## config.mk

```make
export PLATFORM = sky130hd
export DESIGN_NAME = rr_arbiter4_flat
export DESIGN_NICKNAME = d
export VERILOG_FILES = /design/src/rtl/rr_arbiter4_if.sv /design/src/rtl/rr_arbiter4.sv /design/src/flat_wrapper.sv
export SDC_FILE = /design/constraint.sdc
export NUM_CORES = 1
export LEC_CHECK = 0
export CAP_MARGIN = 15
export CORE_ASPECT_RATIO = 1.5
export CORE_MARGIN = 2
export CORE_UTILIZATION = 36
export DETAILED_ROUTE_END_ITERATION = 8
export PLACE_DENSITY_LB_ADDON = 0.25
export REMOVE_ABC_BUFFERS = 1
export SYNTH_ARGS = -nofsm -noshare
export SYNTH_HDL_FRONTEND = slang
export SYNTH_SLANG_ARGS = --single-unit
```

## constraint.sdc

```tcl
create_clock -name clk -period 2.1 [get_ports clk]
set_input_delay 0.315 -clock clk [delete_from_list [all_inputs] [get_ports clk]]
set_output_delay 0.315 -clock clk [all_outputs]
set_load 0.01 [all_outputs]
```

## src/rtl/rr_arbiter4_if.sv

```systemverilog
// Request/grant bundle between four masters and the round-robin arbiter.
interface rr_arbiter4_if;
   logic [3:0] req;
   logic [3:0] gnt;
   logic       gnt_vld;
   logic [1:0] gnt_id;
   logic       preempt;

   modport master (output req, input gnt, gnt_vld, gnt_id, preempt);
   modport slave  (input req, output gnt, gnt_vld, gnt_id, preempt);
endinterface

```

## src/rtl/rr_arbiter4.sv

```systemverilog
// Four-way round-robin arbiter with bounded tenure under contention.
// Registered one-hot grant, one idle turnaround cycle between owners.
//
//   state | meaning
//   ------+-----------------------------------------------------------
//   IDLE  | no grant; pick winner scanning req from ptr upward
//   GRANT | gnt[gnt_id] held; release on drop or on tenure expiry
module rr_arbiter4 #(
   parameter int MAX_HOLD = 4
) (
   input logic         clk,
   input logic         rst,
   rr_arbiter4_if.slave bus
);

   localparam int HW = (MAX_HOLD > 1) ? $clog2(MAX_HOLD) : 1;
   localparam logic [HW-1:0] HOLD_TC = HW'(MAX_HOLD - 1);

   typedef enum logic {IDLE, GRANT} state_t;

   state_t          state_q, state_d;
   logic [1:0]      ptr_q, ptr_d;
   logic [HW-1:0]   hold_cnt_q, hold_d;
   logic [3:0]      gnt_q, gnt_d;
   logic [1:0]      gnt_id_q, gnt_id_d;
   logic            preempt_q, preempt_d;

   logic [1:0]      cand;
   logic [1:0]      winner;
   logic            found;
   logic [3:0]      others;

   always_comb begin
      state_d   = state_q;
      ptr_d     = ptr_q;
      hold_d    = hold_cnt_q;
      gnt_d     = gnt_q;
      gnt_id_d  = gnt_id_q;
      preempt_d = 1'b0;
      cand      = ptr_q;
      winner    = ptr_q;
      found     = 1'b0;
      others    = bus.req & ~gnt_q;

      for (int i = 0; i < 4; i++) begin
         cand = ptr_q + 2'(i);
         if (!found && bus.req[cand]) begin
            found  = 1'b1;
            winner = cand;
         end
      end

      case (state_q)
         IDLE: begin
            if (found) begin
               gnt_d    = 4'b0001 << winner;
               gnt_id_d = winner;
               hold_d   = '0;
               state_d  = GRANT;
            end
         end
         GRANT: begin
            if (!bus.req[gnt_id_q]) begin
               gnt_d   = '0;
               ptr_d   = gnt_id_q + 2'd1;
               state_d = IDLE;
            end else if (hold_cnt_q == HOLD_TC && |others) begin
               gnt_d     = '0;
               ptr_d     = gnt_id_q + 2'd1;
               preempt_d = 1'b1;
               state_d   = IDLE;
            end else if (hold_cnt_q != HOLD_TC) begin
               hold_d = hold_cnt_q + 1'b1;
            end
         end
         default: state_d = IDLE;
      endcase
   end

   always_ff @(posedge clk) begin
      if (rst) begin
         state_q    <= IDLE;
         ptr_q      <= '0;
         hold_cnt_q <= '0;
         gnt_q      <= '0;
         gnt_id_q   <= '0;
         preempt_q  <= 1'b0;
      end else begin
         state_q    <= state_d;
         ptr_q      <= ptr_d;
         hold_cnt_q <= hold_d;
         gnt_q      <= gnt_d;
         gnt_id_q   <= gnt_id_d;
         preempt_q  <= preempt_d;
      end
   end

   // Outputs come straight from registers; no path from req.
   assign bus.gnt     = gnt_q;
   assign bus.gnt_vld = |gnt_q;
   assign bus.gnt_id  = gnt_id_q;
   assign bus.preempt = preempt_q;

endmodule
```

## src/flat_wrapper.sv

```systemverilog
// flat-port wrapper written by rule: the top's interface ports become plain ports
module rr_arbiter4_flat 
#(
   parameter int MAX_HOLD = 4
)
  (clk, rst, bus_req, bus_gnt, bus_gnt_vld, bus_gnt_id, bus_preempt);
  rr_arbiter4_if bus_i ();
  input logic clk;
  input logic rst;
  input wire logic [$bits(bus_i.req)-1:0] bus_req;
  output wire logic [$bits(bus_i.gnt)-1:0] bus_gnt;
  output wire logic [$bits(bus_i.gnt_vld)-1:0] bus_gnt_vld;
  output wire logic [$bits(bus_i.gnt_id)-1:0] bus_gnt_id;
  output wire logic [$bits(bus_i.preempt)-1:0] bus_preempt;
  assign bus_i.req = bus_req;
  assign bus_gnt = bus_i.gnt;
  assign bus_gnt_vld = bus_i.gnt_vld;
  assign bus_gnt_id = bus_i.gnt_id;
  assign bus_preempt = bus_i.preempt;
  rr_arbiter4 #(.MAX_HOLD(MAX_HOLD)) u_core (.clk(clk), .rst(rst), .bus(bus_i));
endmodule
```

Yosys cells after proc, flatten, opt, wreduce, memory -nomap -nowiden:

Index checks and enable logic that the tools add are counted.

* $add $sub $neg: 5
* magnitude comparators: 5
* equality and inequality tests: 8
* shifts and indexed selects: 1
* mux-type cells: 33
* bitwise logic cells: 4
* reduce and logical (&&, ||, !) cells: 14

Operator list (number)
* $mux W2: 9
* $lt A2 B3 Y1 const B: 5
* $mux W1: 13
* $mux W4: 3
* $bmux W1 S2: 5
* $ne A2 B2 Y1 const B: 5
* $pmux W4 S2: 1
* $reduce_or A4 Y1: 2
* $add A2 B1 Y2 const B: 3
* $reduce_and A2 Y1: 3
* $add A2 B2 Y2 const B: 2
* $and A4 B4 Y4: 1
* $logic_and A1 B1 Y1: 4
* $not A4 Y4: 1
* $pmux W2 S2: 1
* $reduce_and A4 Y1: 1
* $shl A1 B2 Y4 const A: 1
* $logic_not A1 Y1: 3
* $ne A3 B3 Y1 const B: 1
* $reduce_or A3 Y1: 1
* $eq A2 B2 Y1 const B: 1
* $ne A2 B1 Y1 const B: 1
* $not A1 Y1: 2
* $pmux W1 S2: 1

* flip-flop bits (word level): 12
* bits of input ports: 6
* logic and storage cells: 76

Depth between registers and ports, before layout:

* word-level depth: 15
* depth in mapped cells: 6

Worst setup path before layout:

OpenSTA, ideal clock, no wires.

* path type: reg-to-reg
* from: register u_core.gnt_id_q[0] (netlist: u_core.bus.gnt_id[0])
* to: register u_core.ptr_q[1]
* library setup time: 129 ps
* data arrival time: 1415 ps
* data required time: 1971 ps
* setup slack: 556 ps
* cell stages (with the launch flop): 6
* path buffers: 0
* clock period less this slack: 1544 ps
* cell sequence: dfxtp_1 mux2_2 o22ai_2 a31o_2 mux2i_1 nor2_1

* word-level cells in the longest chain between the ends: 4
* elaborated cells between the ends (all ways): 7
* those cells by class: add/sub: 1; eq/ne: 1; mux: 4; reduce/logical: 1

Ends and longest elaborated chain
* start, declared: line rr_arbiter4.sv:25 `logic [1:0] gnt_id_q, gnt_id_d;`
* start signal, assigned: line rr_arbiter4.sv:93 `gnt_id_q <= gnt_id_d;`
* $bmux W1 S2: line rr_arbiter4.sv:63 `if (!bus.req[gnt_id_q]) begin`
* $mux W1 (implied by the code): line rr_arbiter4.sv:63
* $ne A2 B2 Y1 (no source line)
* $reduce_and A2 Y1 (no source line)
* end signal, assigned: line rr_arbiter4.sv:90 `ptr_q <= ptr_d;`
* end, declared: line rr_arbiter4.sv:22 `logic [1:0] ptr_q, ptr_d;`

Several ways; a longest one is shown, not always the timed one. The select of a mux whose other input is x is not followed.
A chain may end at the register's enable or synchronous reset.

Worst setup path after layout:

* from: register u_core.gnt_q[0] (netlist: u_core.bus.gnt[0])
* to: output bus_gnt_vld

* word-level cells in the longest chain between the ends: 1

Ends and longest elaborated chain
* start, declared: line rr_arbiter4.sv:24 `logic [3:0] gnt_q, gnt_d;`
* start signal, assigned: line rr_arbiter4.sv:92 `gnt_q <= gnt_d;`
* $reduce_or A4 Y1: line rr_arbiter4.sv:100 `assign bus.gnt_vld = |gnt_q;`
* end, declared: line flat_wrapper.sv:12 `output wire logic [$bits(bus_i.gnt_vld)-1:0] bus_gnt_vld;`

No other way between the ends.

==> results.json <==
{
  "io_pins": 14,
  "start_util_pct": 38.5,
  "crit_buf_inv": 1,
  "fin_tns_setup_ns": 0,
  "synth_top_family_by_area": "simple AND/OR/NAND/NOR gates",
  "fmax_mhz": 522,
  "postRouteAntennaNets": 0,
  "syn_to_final_growth_pct": 25.8,
  "tritoncts": "built",
  "rr_endpoint": "u_core.hold_cnt_q[1]",
  "postPlaceCellArea_sq_um": 863,
  "leakagePower_uw": 0.000326,
  "synthSimpleGateAreaFrac_pct": 29.3,
  "synth_warnings": 0,
  "drive_above_1_share_pct": 12.1,
  "hold_depth": 2,
  "max_stage_delay_ns": 0.51,
  "hp-start": "u_core.hold_cnt_q[1]",
  "cp-start-kind": "flip-flop",
  "clockRootBuffer": "clkbuf_4",
  "wire_per_inst_microns": 13.2,
  "grt_max_degree": 13,
  "die-height_microns": 58.2,
  "clkSlewWorstSetupHoldPaths_ns": 0.07,
  "final_nets": 108,
  "hold_buffers": 0,
  "synth_edf_count": 0,
  "ys_ff_latch": 12,
  "clk_latency_ns": 0.26,
  "synth_cell_types": 35,
  "pwr-share-comb_pct": 26.7,
  "maxSlewHeadroom_pct": 69.1,
  "drc": 0,
  "diodes": 0,
  "rr_worst_depth": 5,
  "period_needed_ns": 1.92,
  "clock-sinks": 12,
  "stdcell_area_sq_um": 886,
  "seq_power_share_pct": 48.3,
  "cap_viol_max_count": 0,
  "grt_pass1_wl_mm": 2.72,
  "fin_skew_ns": 0.00300,
  "place_congestion": 0.806,
  "mostFrequentLayoutCells": "clkdlybuf4s50_1 (13), dfxtp_1 (12), a21oi_1 (9)",
  "cp.depth": 2,
  "first_pass_iters": 4,
  "grt_pass1_vias": 596,
  "dp_hpwl_mm": 1.22,
  "synthAdderAreaFrac_pct": 1.78,
  "syn_avg_cell_area_sq_um": 8.39,
  "cts_setup_buffers": 0,
  "wl_mm": 1.59,
  "fin_util_pct": 48.4,
  "async_reset_ff_share_pct": 0,
  "synth_mux_area_share_pct": 8.35,
  "required_ns": 1.78,
  "viasPerCell": 5.60,
  "ys.flop_type": "dfxtp_1",
  "holdPathEnd": "u_core.hold_cnt_q[1]",
  "num_vias": 672,
  "antenna_found_initial": 0,
  "fill_cells": 179,
  "peakVddDrop_v": 0.000219,
  "groute.usage.overall_pct": 16.4,
  "cts_buffers": 3,
  "clock_path_buffers": 2,
  "hold_viol_final": 0,
  "cp.arrival_ns": 1.60,
  "die_area_sq_um": 2330,
  "die_x_microns": 40.1,
  "worstSetupEndpointType": "primary output",
  "drtIter0Drc": 8,
  "tightest_slew_ns": 0.463,
  "drv_slew": 0,
  "p_switching_uw": 158,
  "rsz0062_at_grt": "false",
  "worstPathMaxFanout": 4,
  "critPathKind": "reg -> out",
  "status": "finished clean",
  "crit_family": "simple AND/OR/NAND/NOR gates",
  "finalSetupViolCount": 0,
  "synthCells": 84,
  "ys_seq_area_share_pct": 34.1,
  "fin_crit_sh_pct": 91.2,
  "synth-compound-area-share_pct": 22.4,
  "hold_path_class": "reg -> reg",
  "io_buffers": 13,
  "cts_resized": 0,
  "synthXorXnorAreaFrac_pct": 1.24,
  "swShare_pct": 29.1,
  "crit_path_cell_trace": "or4_1 > clkdlybuf4s50_1",
  "critPathSlowestCell": "or4_1",
  "rrSetupSlack_ns": 0.59,
  "power_per_cell_area_nw_per_um2": 614,
  "r2r_start": "u_core.bus.gnt_id[1]",
  "h-tree-depth": 1,
  "clkPwrFrac_pct": 25.0,
  "synth_area_sq_um": 704,
  "overflow": 0,
  "p_int_uw": 386,
  "hold_slack_ns": 0.502,
  "rows": 19,
  "core_sq_um": 1830,
  "final_common_cell": "clkdlybuf4s50_1"
}
==> worst max path at each step <==
stage | start | end
2_1_floorplan | u_core.bus.gnt_id[0] | u_core.ptr_q[1]
3_3_place_gp | bus_req[3] | u_core.ptr_q[1]
3_5_place_dp | bus_req[2] | u_core.hold_cnt_q[1]
4_1_cts | u_core.bus.gnt[0] | bus_gnt_vld
5_1_grt | u_core.bus.gnt[0] | bus_gnt_vld
6_report | u_core.bus.gnt[0] | bus_gnt_vld
==> metal layers <==
layer	wire, microns	GRT usage [%]	vias to the layer above
met5	0	0	-
met4	25	5.91	0
met3	60	3.45	4
met2	836	25.3	18
met1	665	21.9	309
li1	-	-	341
==> Yosys cell counts (all sizes together) (3+ instances only) <==
| cell type | n | area, sq um |
|---|---|---|
| nor2 | 4 | 15.0 |
| a21oi | 10 | 53.8 |
| dfxtp | 12 | 240 |
| nand2b | 3 | 18.8 |
| o21ai | 4 | 20.0 |
| nand3 | 6 | 30.0 |
| nor3 | 3 | 15.0 |
| nand2 | 8 | 30.0 |
| nand3b | 3 | 22.5 |
==> power groups by stage <==
stage,Clock [uW],Combinational [uW],Sequential [uW]
global placement,0,144,267
global route,154,160,266
finish,136,145,263
floorplan,0,79.8,268
CTS,142,146,263
detailed placement,0,145,268
==> registers in the layout, indices dropped and copies added (netlist names) <==
register	cells
u_core.state_q	1
u_core.bus.gnt	4
u_core.bus.gnt_id	2
u_core.bus.preempt	1
u_core.ptr_q	2
u_core.hold_cnt_q	2
==> through the flow <==
step	setup WS [ns]	cells	total power (uW)
global placement	0.106	117	411
floorplan	0.571	81	347
finish	0.185	120	544
detailed placement	0.0336	117	414
global route	0.109	120	579
CTS	0.172	120	551
==> logic make-up (layout without fill, tap and decap cells) <==
family | Yosys count | in the layout
adders and majority gates | 1 | 1
and+or+nand+nor | 38 | 38
buffers and inverters | 5 | 20
DFF | 12 | 12
muxes | 4 | 4
xor gates and xnor gates | 1 | 1
AOI/OAI and AO/OA | 23 | 23
==> final cells by class <==
type	instances	area, sq um	share of cell area, %
timing repair buffer	15	145	16.4
multi-input combinational	67	444	50.1
tap	21	26.3	2.97
sequential	12	240	27.1
inverter	2	7.51	0.847
clock buffer	3	22.5	2.54
==> worst min-delay path, stage by stage (launching register included) <==
cell and delay, ns:
dfxtp_1 0.32, o211ai_1 0.07, a21oi_1 0.06
(Power assumes the default switching activity.)
